--- src/rtl/reset_sequencer.sv ---
// Ordered multi-domain reset release with button debounce and software request.
// Optional ready-wait timeout is enabled by defining RST_SEQ_TIMEOUT_EN.
module reset_sequencer #(
  parameter int NUM_DOMAINS     = 3,
  parameter int HOLD_CYCLES     = 16,
  parameter int GAP_CYCLES      = 4,
  parameter int DEBOUNCE_CYCLES = 8,
  parameter int TIMEOUT_CYCLES  = 64
) (
  input  logic                   clk,
  input  logic                   rst,
  input  logic                   btn_rst_n,
  input  logic                   sw_rst_req,
  input  logic [NUM_DOMAINS-1:0] domain_ready,
  output logic [NUM_DOMAINS-1:0] rst_n_out,
  output logic                   busy,
  output logic                   seq_done,
  output logic [1:0]             rst_cause,
  output logic                   timeout_err
);

  localparam int IW = (NUM_DOMAINS > 1) ? $clog2(NUM_DOMAINS) : 1;
  localparam int HW = (HOLD_CYCLES > 1) ? $clog2(HOLD_CYCLES) : 1;
  localparam int GW = (GAP_CYCLES > 1) ? $clog2(GAP_CYCLES) : 1;
  localparam int DW = $clog2(DEBOUNCE_CYCLES + 1);

  localparam logic [IW-1:0] LAST_IDX  = IW'(NUM_DOMAINS - 1);
  localparam logic [HW-1:0] HOLD_LAST = HW'(HOLD_CYCLES - 1);
  localparam logic [GW-1:0] GAP_LAST  = GW'((GAP_CYCLES > 0) ? GAP_CYCLES - 1 : 0);
  localparam logic [DW-1:0] DEB_LAST  = DW'(DEBOUNCE_CYCLES - 1);
  localparam logic [DW-1:0] DEB_MAX   = DW'(DEBOUNCE_CYCLES);

  localparam logic [1:0] CAUSE_POR = 2'b00;
  localparam logic [1:0] CAUSE_BTN = 2'b01;
  localparam logic [1:0] CAUSE_SW  = 2'b10;

  typedef enum logic [1:0] {ASSERT, WAIT_RDY, GAP, DONE} state_t;

  state_t                 state, state_n;
  logic [HW-1:0]          hold_cnt, hold_n;
  logic [GW-1:0]          gap_cnt, gap_n;
  logic [IW-1:0]          idx, idx_n;
  logic [DW-1:0]          deb_cnt, deb_n;
  logic [NUM_DOMAINS-1:0] rstn_n;
  logic [1:0]             cause_n;
  logic                   btn_req;
  logic                   advance;

`ifdef RST_SEQ_TIMEOUT_EN
  localparam int TW = (TIMEOUT_CYCLES > 1) ? $clog2(TIMEOUT_CYCLES) : 1;
  localparam logic [TW-1:0] TMO_LAST = TW'(TIMEOUT_CYCLES - 1);
  logic [TW-1:0] wait_cnt, wait_n;
  logic          err_n;
`else
  assign timeout_err = 1'b0;
`endif

  always_comb begin
    state_n = state;
    hold_n  = hold_cnt;
    gap_n   = gap_cnt;
    idx_n   = idx;
    rstn_n  = rst_n_out;
    cause_n = rst_cause;
    deb_n   = deb_cnt;
    advance = 1'b0;
`ifdef RST_SEQ_TIMEOUT_EN
    wait_n  = wait_cnt;
    err_n   = timeout_err;
`endif

    // The debounce count saturates one past the firing point so a held button fires once.
    btn_req = !btn_rst_n && (deb_cnt == DEB_LAST);
    if (btn_rst_n)
      deb_n = '0;
    else if (deb_cnt != DEB_MAX)
      deb_n = deb_cnt + 1'b1;

    case (state)
      ASSERT: begin
        if (hold_cnt == HOLD_LAST) begin
          state_n   = WAIT_RDY;
          hold_n    = '0;
          idx_n     = '0;
          rstn_n    = '0;
          rstn_n[0] = 1'b1;
        end else begin
          hold_n = hold_cnt + 1'b1;
        end
      end
      WAIT_RDY: begin
`ifdef RST_SEQ_TIMEOUT_EN
        if (domain_ready[idx]) begin
          advance = 1'b1;
          wait_n  = '0;
        end else if (wait_cnt == TMO_LAST) begin
          advance = 1'b1;
          wait_n  = '0;
          err_n   = 1'b1;
        end else begin
          wait_n = wait_cnt + 1'b1;
        end
`else
        advance = domain_ready[idx];
`endif
        if (advance) begin
          if (idx == LAST_IDX) begin
            state_n = DONE;
          end else if (GAP_CYCLES == 0) begin
            idx_n         = idx + 1'b1;
            rstn_n[idx_n] = 1'b1;
          end else begin
            state_n = GAP;
            gap_n   = '0;
          end
        end
      end
      GAP: begin
        if (gap_cnt == GAP_LAST) begin
          state_n       = WAIT_RDY;
          gap_n         = '0;
          idx_n         = idx + 1'b1;
          rstn_n[idx_n] = 1'b1;
        end else begin
          gap_n = gap_cnt + 1'b1;
        end
      end
      DONE:    state_n = DONE;
      default: state_n = ASSERT;
    endcase

    // Any request overrides whatever the sequence was doing; the button wins the cause.
    if (btn_req || sw_rst_req) begin
      state_n = ASSERT;
      hold_n  = '0;
      gap_n   = '0;
      idx_n   = '0;
      rstn_n  = '0;
      cause_n = btn_req ? CAUSE_BTN : CAUSE_SW;
`ifdef RST_SEQ_TIMEOUT_EN
      wait_n  = '0;
      err_n   = 1'b0;
`endif
    end
  end

  always_ff @(posedge clk) begin
    if (rst) begin
      state     <= ASSERT;
      hold_cnt  <= '0;
      gap_cnt   <= '0;
      idx       <= '0;
      deb_cnt   <= '0;
      rst_n_out <= '0;
      rst_cause <= CAUSE_POR;
`ifdef RST_SEQ_TIMEOUT_EN
      wait_cnt    <= '0;
      timeout_err <= 1'b0;
`endif
    end else begin
      state     <= state_n;
      hold_cnt  <= hold_n;
      gap_cnt   <= gap_n;
      idx       <= idx_n;
      deb_cnt   <= deb_n;
      rst_n_out <= rstn_n;
      rst_cause <= cause_n;
`ifdef RST_SEQ_TIMEOUT_EN
      wait_cnt    <= wait_n;
      timeout_err <= err_n;
`endif
    end
  end

  assign busy     = (state != DONE);
  assign seq_done = (state == DONE);

endmodule
--- config.mk ---
export PLATFORM = sky130hd
export DESIGN_NAME = reset_sequencer
export DESIGN_NICKNAME = d
export VERILOG_FILES = /design/src/rtl/reset_sequencer.sv
export SDC_FILE = /design/constraint.sdc
export NUM_CORES = 1
export LEC_CHECK = 0
export BUFFER_PORTS_ARGS = -buffer_cell sky130_fd_sc_hd__buf_2
export CORE_UTILIZATION = 55
export CTS_CLUSTER_SIZE = 40
export DETAILED_ROUTE_END_ITERATION = 7
export PLACE_DENSITY = 0.77
export SLEW_MARGIN = 20
export SYNTH_ARGS = -nofsm -noshare
export SYNTH_HDL_FRONTEND = slang
export SYNTH_SLANG_ARGS = --single-unit
--- constraint.sdc ---
create_clock -name clk -period 2.3 [get_ports clk]
set_input_delay 0.115 -clock clk [delete_from_list [all_inputs] [get_ports clk]]
set_output_delay 0.115 -clock clk [all_outputs]
set_load 0.05 [all_outputs]
==> results of run 1 <==
critical path, delay by kind of cell (launching register included):
kind | cells | cell delay, ns
flops | 1 | 0.63
buf+inv | 2 | 0.32
simple gates | 1 | 0.16
registers in the layout, indices dropped and copies added (netlist names):
| name | cells |
|---|---|
| state | 2 |
| deb_cnt | 4 |
| hold_cnt | 4 |
| gap_cnt | 2 |
| rst_cause | 2 |
| idx | 2 |
| rst_n_out | 3 |
layer usage:
metal / share of wire / track usage / wire, um
met4: 0.0071 / 0.0545 / 13
met2: 0.47 / 0.356 / 862
met1: 0.49 / 0.317 / 893
met3: 0.027 / 0.0367 / 50
met5: 0 / 0 / 0
worst min path at each step:
| stage | from | end | slack, ns | cells past startpoint |
|---|---|---|---|---|
| finish | btn_rst_n | deb_cnt[0] | 0.04 | 2 |
| global route | btn_rst_n | deb_cnt[0] | 0.04 | 2 |
| CTS | btn_rst_n | deb_cnt[2] | 0.03 | 2 |
| detailed placement | btn_rst_n | deb_cnt[0] | 0.35 | 2 |
| global placement | btn_rst_n | deb_cnt[0] | 0.35 | 2 |
| floorplan | rst | rst_cause[0] | 0.18 | 1 |
cells by family (layout without fill, tap and decap cells):
kind of cell | Yosys count | count (layout)
multiplexers | 2 | 2
other | 1 | 1
buffers and inverters | 12 | 25
AO/OA/AOI/OAI | 26 | 26
XOR/XNOR | 3 | 3
AND/OR/NAND/NOR | 41 | 41
flip-flops | 19 | 19
adder cells (fa/ha/maj) | 8 | 8
through the flow:
step                setup WS (ns)  power, mW  utilization  instance area (sq um)
floorplan                   0.870      0.369            -                    991
global placement            0.872      0.378        0.667                   1060
detailed placement          0.797      0.380        0.667                   1060
CTS                         0.757      0.545        0.684                   1090
global route                0.595      0.562        0.684                   1090
finish                      0.780      0.540        0.684                   1090
cell type report:
| type | count | area (sq um) |
|---|---|---|
| Fill cell | 129 | 504 |
| Clock buffer | 4 | 26.3 |
| Inverter | 8 | 30.0 |
| Timing Repair Buffer | 13 | 65.1 |
| Multi-Input combinational cell | 81 | 558 |
| Tap cell | 24 | 30.0 |
| Sequential cell | 19 | 380 |
layout by cell type (no fill, tap or decap), types with 2 or more instances in the layout:
cell and count:
xnor2_1 2, nor3_1 5, dfxtp_1 19, mux2i_1 2, a311oi_1 2, clkbuf_4 3
a21oi_1 8, nor3b_1 2, o21ai_0 5, nand2b_1 2, ha_1 8, nand3b_1 2
nand3_1 5, and3b_1 2, nand2_1 7, nor2_1 7, inv_1 8, a211oi_1 2
buf_2 13
power by group:
part | total, mW | internal (mW) | leakage (nW) | switching (mW)
clock network | 0.168 | 0.0674 | 0.0150 | 0.100
logic | 0.0338 | 0.0121 | 0.274 | 0.0217
registers | 0.338 | 0.334 | 0.154 | 0.00447
==> results.cfg, run 1 <==
[layout]
nets = 141
diodes = 0
instances_no_fill = 149
area_delta_synth_final_pct = 9.98
drive_gt1_frac = 0.144

[logic_synthesis]
yosysMostFrequentCell = dfxtp_1
yosys.area_share.simple = 0.234
synth.distinct_cells = 39
yosys_warnings = 0
synthTopCellsByArea = dfxtp_1, ha_1, a21oi_1
syn-instance-count = 112
yosys_register_bits = 19
synth_area_per_cell_sq_um = 8.85
synth_top_family_by_area = simple AND/OR/NAND/NOR gates
yosys.area_share.adder = 0.101
mappedNetlistArea_sq_um = 991
muxShareOfSynthArea = 0.0202
synth.largest_area_cell = dfxtp_1
yosysSeqAreaShare = 0.384
synth_common_cells = dfxtp_1, a21oi_1, ha_1, inv_1
synth_compound_area_frac = 0.178
synth_async_sr_flop_share = 0
synth-xor-area-share = 0.0265
netlist.area_leader.share = 0.384
synth-edff-count = 0
synth_nets = 127
synth_flop_cell = dfxtp_1

[die]
start_util = 0.622
rows = 14
dieArea_sq_mm = 0.00198
die_y_um = 44.4
fp.dieW_um = 44.4
core_sq_mm = 0.00159
ioPinCount = 15

[placement]
dp_hpwl_mm = 1.35
place.gp.congestion = 0.738
dp.cells = 145
io_buffers = 13

[setup_path]
reg2reg_slack_ns = 0.78
r2r_start = deb_cnt[0]
r2r_end = gap_cnt[1]
worstSetupStartpointType = register
slowest_stage = dfxtp_1
cp_cell_sequence = nand2_1, inv_1, buf_2
endpoint_kind = primary output
critPathArrivalTime_ns = 1.40
crit_path_end = seq_done
critical_path_class = register to primary output
worst-path-max-fanout = 16
cp_data_required_time_ns = 2.18
cp-startpoint = state[0]
reg2regPathDepth = 4
max_stage_delay_ns = 0.63

[drt]
dr.pass1.iters = 4
ant_nets = 0
drt-total-wl_mm = 1.82
first_iter_violations = 14
vias = 836
wl_per_cell_um = 12.2
vias_per_cell = 5.61
drc = 0

[cts]
holdBufCountCts = 0
cts_root_buf = clkbuf_4
cts_resized = 0
cts.sinks = 19
clock_tree.htree_level_count = 1
cts.clk_slew.worst_paths_ns = 0.11
post_cts_buffers = 0
cts_buffers = 3
clk_latency_ns = 0.29
clock_path_buffers = 2
cts_tree = done

[global_routing]
grt_max_degree = 17
antenna_found_initial = 0
grt_pass1_vias = 770
grt_pass1_wl_mm = 3.33
grt_usage = 0.224
gr-total-overflow = 0

[timing]
skew_ns = 0.00143
setup_viol = 0
finalHoldViolations = 0
timing.hold.ws_ns = 0.0384
max_freq_ghz = 0.658
min_period_ns = 1.52
fin_crit_sh = 0.661
tns_ns = 0
rsz0062_at_grt = no
drv_slew = 0

[hold_path]
min_path_type = input port to register

[power]
power_density_mw_per_mm2 = 495
vdd_drop_max_mv = 0.271
p_leak_nw = 0.443

[run_status]
status = finished clean

[run]
maxCapViolCount = 0
Note: power is estimated with default switching activity, not from simulation.
==> run 2: changes to the inputs <==
--- a/config.mk
+++ b/config.mk
@@ -6,10 +6,10 @@
 export NUM_CORES = 1
 export LEC_CHECK = 0
 export BUFFER_PORTS_ARGS = -buffer_cell sky130_fd_sc_hd__buf_2
-export CORE_UTILIZATION = 55
+export CORE_UTILIZATION = 54
 export CTS_CLUSTER_SIZE = 40
 export DETAILED_ROUTE_END_ITERATION = 7
-export PLACE_DENSITY = 0.77
+export PLACE_DENSITY = 0.76
 export SLEW_MARGIN = 20
 export SYNTH_ARGS = -nofsm -noshare
 export SYNTH_HDL_FRONTEND = slang
==> constraint.sdc (replaced) <==
create_clock -name clk -period 1.4 [get_ports clk]
set_input_delay 0.07 -clock clk [delete_from_list [all_inputs] [get_ports clk]]
set_output_delay 0.07 -clock clk [all_outputs]
set_load 0.05 [all_outputs]
==> run 2 against run 1 <==
  * Non-clock buffer count up 7
  * Sequential share of layout area down 1.9 points
  * Sequential cell count unchanged
  * Setup slack worse by 0.71 ns
  * Global-route usage down 3.2 points
  * Critical path type is now register to register
  * Highest routed layer unchanged
==> results.cfg, run 2 (same netlist as run 1, synthesis figures left out) <==
[run_status]
status = finished clean

[drt]
drc = 0
wl_met1_um = 933
top_layer_used = met4
vias = 869
first_iter_violations = 23
vias_per_cell = 5.54
ant_nets = 0
dr.pass1.iters = 4
wl_met3_um = 51
drt-total-wl_mm = 1.83
wl_per_cell_um = 11.6
wl_met2_um = 818

[cts]
clk_latency_ns = 0.30
cts_root_buf = clkbuf_4
cts_buffers = 3
cts.sinks = 19
cts.clk_slew.worst_paths_ns = 0.11
clock_path_buffers = 2
clock_tree.htree_level_count = 1
post_cts_buffers = 0
cts_tree = done

[setup_path]
r2r_start = hold_cnt[0]
worstSetupStartpointType = register
cp_num_buf_inv = 0
slowest_stage = or4_1
cp-startpoint = hold_cnt[0]
critPathArrivalTime_ns = 1.57
cp_cell_sequence = ha_2, and3_4, or4_1, a21oi_2
endpoint_kind = register
crit_family = simple AND/OR/NAND/NOR gates
max_stage_delay_ns = 0.41
worst-path-max-fanout = 5
critical_path_class = register to register
cp_data_required_time_ns = 1.64

[global_routing]
grt_max_degree = 11
grt_pass1_vias = 709
antenna_found_initial = 0
gr-total-overflow = 0
grt_usage = 0.192
grt_pass1_wl_mm = 2.89

[timing]
fin_ws_ns = 0.0688
finalHoldViolations = 0
setup_viol = 0
drv_slew = 0
max_freq_ghz = 0.751
tns_ns = 0
min_period_ns = 1.33
skew_ns = 0.00299
timing.hold.ws_ns = 0.0170
fin_crit_sh = 0.951
rsz0062_at_grt = no

[layout]
layout_common_cells = dfxtp_1, buf_2, inv_1
nets = 148
instances_no_fill = 157
diodes = 0
layout_commonest_cell = dfxtp_1
largestRegisters = deb_cnt x4, hold_cnt x4, rst_n_out x3
nFillCells = 153
area_delta_synth_final_pct = 17.4
drive_gt1_frac = 0.235

[hold_path]
hold_start = sw_rst_req
min_path_type = input port to register

[placement]
place.gp.congestion = 0.766
pre_cts_ws_ns = 0.0400
dp_hpwl_mm = 1.36
io_buffers = 13
dp.cells = 152

[die]
dieArea_sq_mm = 0.00201
ioPinCount = 15
fp.dieW_um = 44.8
rows = 15
start_util = 0.574
die_y_um = 44.8
core_sq_mm = 0.00173

[power]
p_leak_nw = 0.474
p_total_mw = 0.898
vdd_drop_max_mv = 0.613
power_density_mw_per_mm2 = 772

[run]
maxCapViolCount = 0
run 2: power breakdown:
part           total, mW  internal, mW  switching (mW)
Clock              0.280         0.111           0.169
Combinational     0.0624        0.0244          0.0380
Sequential         0.556         0.548         0.00743
Total              0.898         0.684           0.215
run 2: timing repair:
action                                 in CTS  in global routing
setup endpoints to repair                   0                 10
gates resized for setup                     0                  7
hold buffers                                1                  0
endpoints found under the hold margin       4                  0
run 2: worst register-to-register path: cells and delay by family (launching register included):
kind            cells  cell delay, ns
simple gates        2            0.59
flops               1            0.36
fa+ha+maj           1            0.20
compound gates      1            0.12
run 2: final timing paths:
path	end	slack (ns)	cells after the start
max	hold_cnt[0]	0.07	4
min	rst_cause[1]	0.02	2
max reg2reg	hold_cnt[0]	0.07	4
min reg2reg	rst_cause[0]	0.49	2
run 2: layout make-up:
type / instances / area [sq um] / share of cell area
Sequential cell: 19 / 384 / 0.330
Tap cell: 25 / 31.3 / 0.0269
Timing Repair Buffer: 20 / 120 / 0.103
Clock buffer: 4 / 26.3 / 0.0226
Multi-Input combinational cell: 81 / 572 / 0.491
Inverter: 8 / 30.0 / 0.0258
run 2: routing by layer:
metal	vias to the layer above	global-route usage
li1	440	-
met1	405	0.266
met2	20	0.297
met3	4	0.0240
met4	0	0.0909
met5	-	0
run 2: stage by stage:
stage | area [sq um] | utilization
4_1_cts | 1150 | 0.664
6_report | 1160 | 0.674
3_5_place_dp | 1110 | 0.643
5_1_grt | 1160 | 0.674
2_1_floorplan | 991 | -
3_3_place_gp | 1110 | 0.643
==> run 3: changes to the inputs <==
--- a/config.mk
+++ b/config.mk
@@ -6,10 +6,10 @@
 export NUM_CORES = 1
 export LEC_CHECK = 0
 export BUFFER_PORTS_ARGS = -buffer_cell sky130_fd_sc_hd__buf_2
-export CORE_UTILIZATION = 54
+export CORE_UTILIZATION = 50
 export CTS_CLUSTER_SIZE = 40
 export DETAILED_ROUTE_END_ITERATION = 7
-export PLACE_DENSITY = 0.76
+export PLACE_DENSITY = 0.67
 export SLEW_MARGIN = 20
 export SYNTH_ARGS = -nofsm -noshare
 export SYNTH_HDL_FRONTEND = slang
==> run 3 against run 2 <==
  * Clock power down 3%
  * Via count shrank 3.8%
  * Sequential cell count did not move
  * Sequential share of layout area down 0.17 points
  * Combinational power increased by 2%
  * Critical endpoint is now hold_cnt[3]
  * Highest routed layer unchanged
==> results.cfg, run 3 (same netlist as run 1, synthesis figures left out) <==
[global_routing]
antenna_found_initial = 0
grt_usage = 0.198
grt_max_degree = 11
grt_pass1_wl_mm = 3.00
gr-total-overflow = 0
grt_pass1_vias = 744

[drt]
ant_nets = 0
dr.pass1.iters = 4
vias = 836
wl_met3_um = 49
vias_per_cell = 5.26
wl_met1_um = 925
wl_per_cell_um = 11.5
wl_met2_um = 834
drt-total-wl_mm = 1.82
top_layer_used = met4
drc = 0
first_iter_violations = 11

[timing]
fin_crit_sh = 0.958
drv_slew = 0
tns_ns = 0
setup_viol = 0
fin_ws_ns = 0.0594
finalHoldViolations = 0
skew_ns = 0.00976
rsz0062_at_grt = yes
min_period_ns = 1.34
max_freq_ghz = 0.746

[setup_path]
cp_data_required_time_ns = 1.63
critical_path_class = register to register
worst-path-max-fanout = 4
critPathArrivalTime_ns = 1.57
worstSetupStartpointType = register
endpoint_kind = register

[die]
start_util = 0.556
fp.dieW_um = 46.5
core_sq_mm = 0.00178
dieArea_sq_mm = 0.00216
die_y_um = 46.5
rows = 15
ioPinCount = 15

[placement]
place.gp.congestion = 0.832
dp_hpwl_mm = 1.39
io_buffers = 13
pre_cts_ws_ns = 0.0394
place_area_sq_mm = 0.00112

[layout]
finalInstanceArea_sq_mm = 0.00119
area_delta_synth_final_pct = 19.9
layout_common_cells = dfxtp_1, buf_2, inv_1, a21oi_1, buf_4
largestRegisters = deb_cnt x4, hold_cnt x4, rst_n_out x3
nFillCells = 155
drive_gt1_frac = 0.254
diodes = 0
nets = 150

[cts]
cts.sinks = 19
cts.clk_slew.worst_paths_ns = 0.11
clock_path_buffers = 2
clk_latency_ns = 0.29
clock_tree.htree_level_count = 1
post_cts_buffers = 0
cts_tree = done
cts_buffers = 3
cts_root_buf = clkbuf_4

[power]
p_leak_nw = 0.486
vdd_drop_max_mv = 0.436
power_density_mw_per_mm2 = 750
p_total_mw = 0.891

[hold_path]
min_path_type = input port to register

[run]
maxCapViolCount = 0

[run_status]
status = finished clean
[run 3: layer usage]
layer | GRT usage | vias to the layer above
met5 | 0 | -
met4 | 0.0824 | 0
met3 | 0.0549 | 2
met2 | 0.317 | 9
met1 | 0.245 | 377
li1 | - | 448
[run 3: what timing repair did]
action                                 in CTS  in global routing
setup endpoints to repair                   0                  6
resized for setup                           0                 10
hold buffers                                1                  0
endpoints found under the hold margin       4                  0
[run 3: critical path: stages (launching register included)]
cell     delay (ns)
dfxtp_1        0.40
or3b_1         0.38
or3_1          0.37
a21oi_2        0.13
[run 3: stage by stage]
step                      hold WS, ns  utilization  std cells
after global placement          0.303        0.631        154
after floorplan                 0.139            -        112
after detailed placement        0.309        0.631        154
final                          0.0334        0.667        159
after global routing           0.0134        0.667        159
after CTS                      0.0179        0.651        159
[run 3: final timing paths]
| path | from | to | slack, ns | cells after the start |
|---|---|---|---|---|
| setup / recovery | hold_cnt[2] | hold_cnt[3] | 0.06 | 3 |
| hold reg to reg | rst_cause[0] | rst_cause[0] | 0.48 | 2 |
| hold / removal | sw_rst_req | rst_cause[1] | 0.03 | 2 |
| setup reg to reg | hold_cnt[2] | hold_cnt[3] | 0.06 | 3 |
[run 3: cell type report]
type	instances	area (sq um)	share of cell area
clock buffer	4	26.3	0.0221
inverter	8	30.0	0.0253
multi-input combinational	81	576	0.484
sequential	19	390	0.328
tap	25	31.3	0.0263
timing repair buffer	22	135	0.114
[run 3: report_power, final]
group	switching, mW	total (mW)	internal [mW]
sequential	0.00863	0.556	0.547
combinational	0.0369	0.0635	0.0266
clock	0.161	0.271	0.111
total	0.207	0.891	0.685
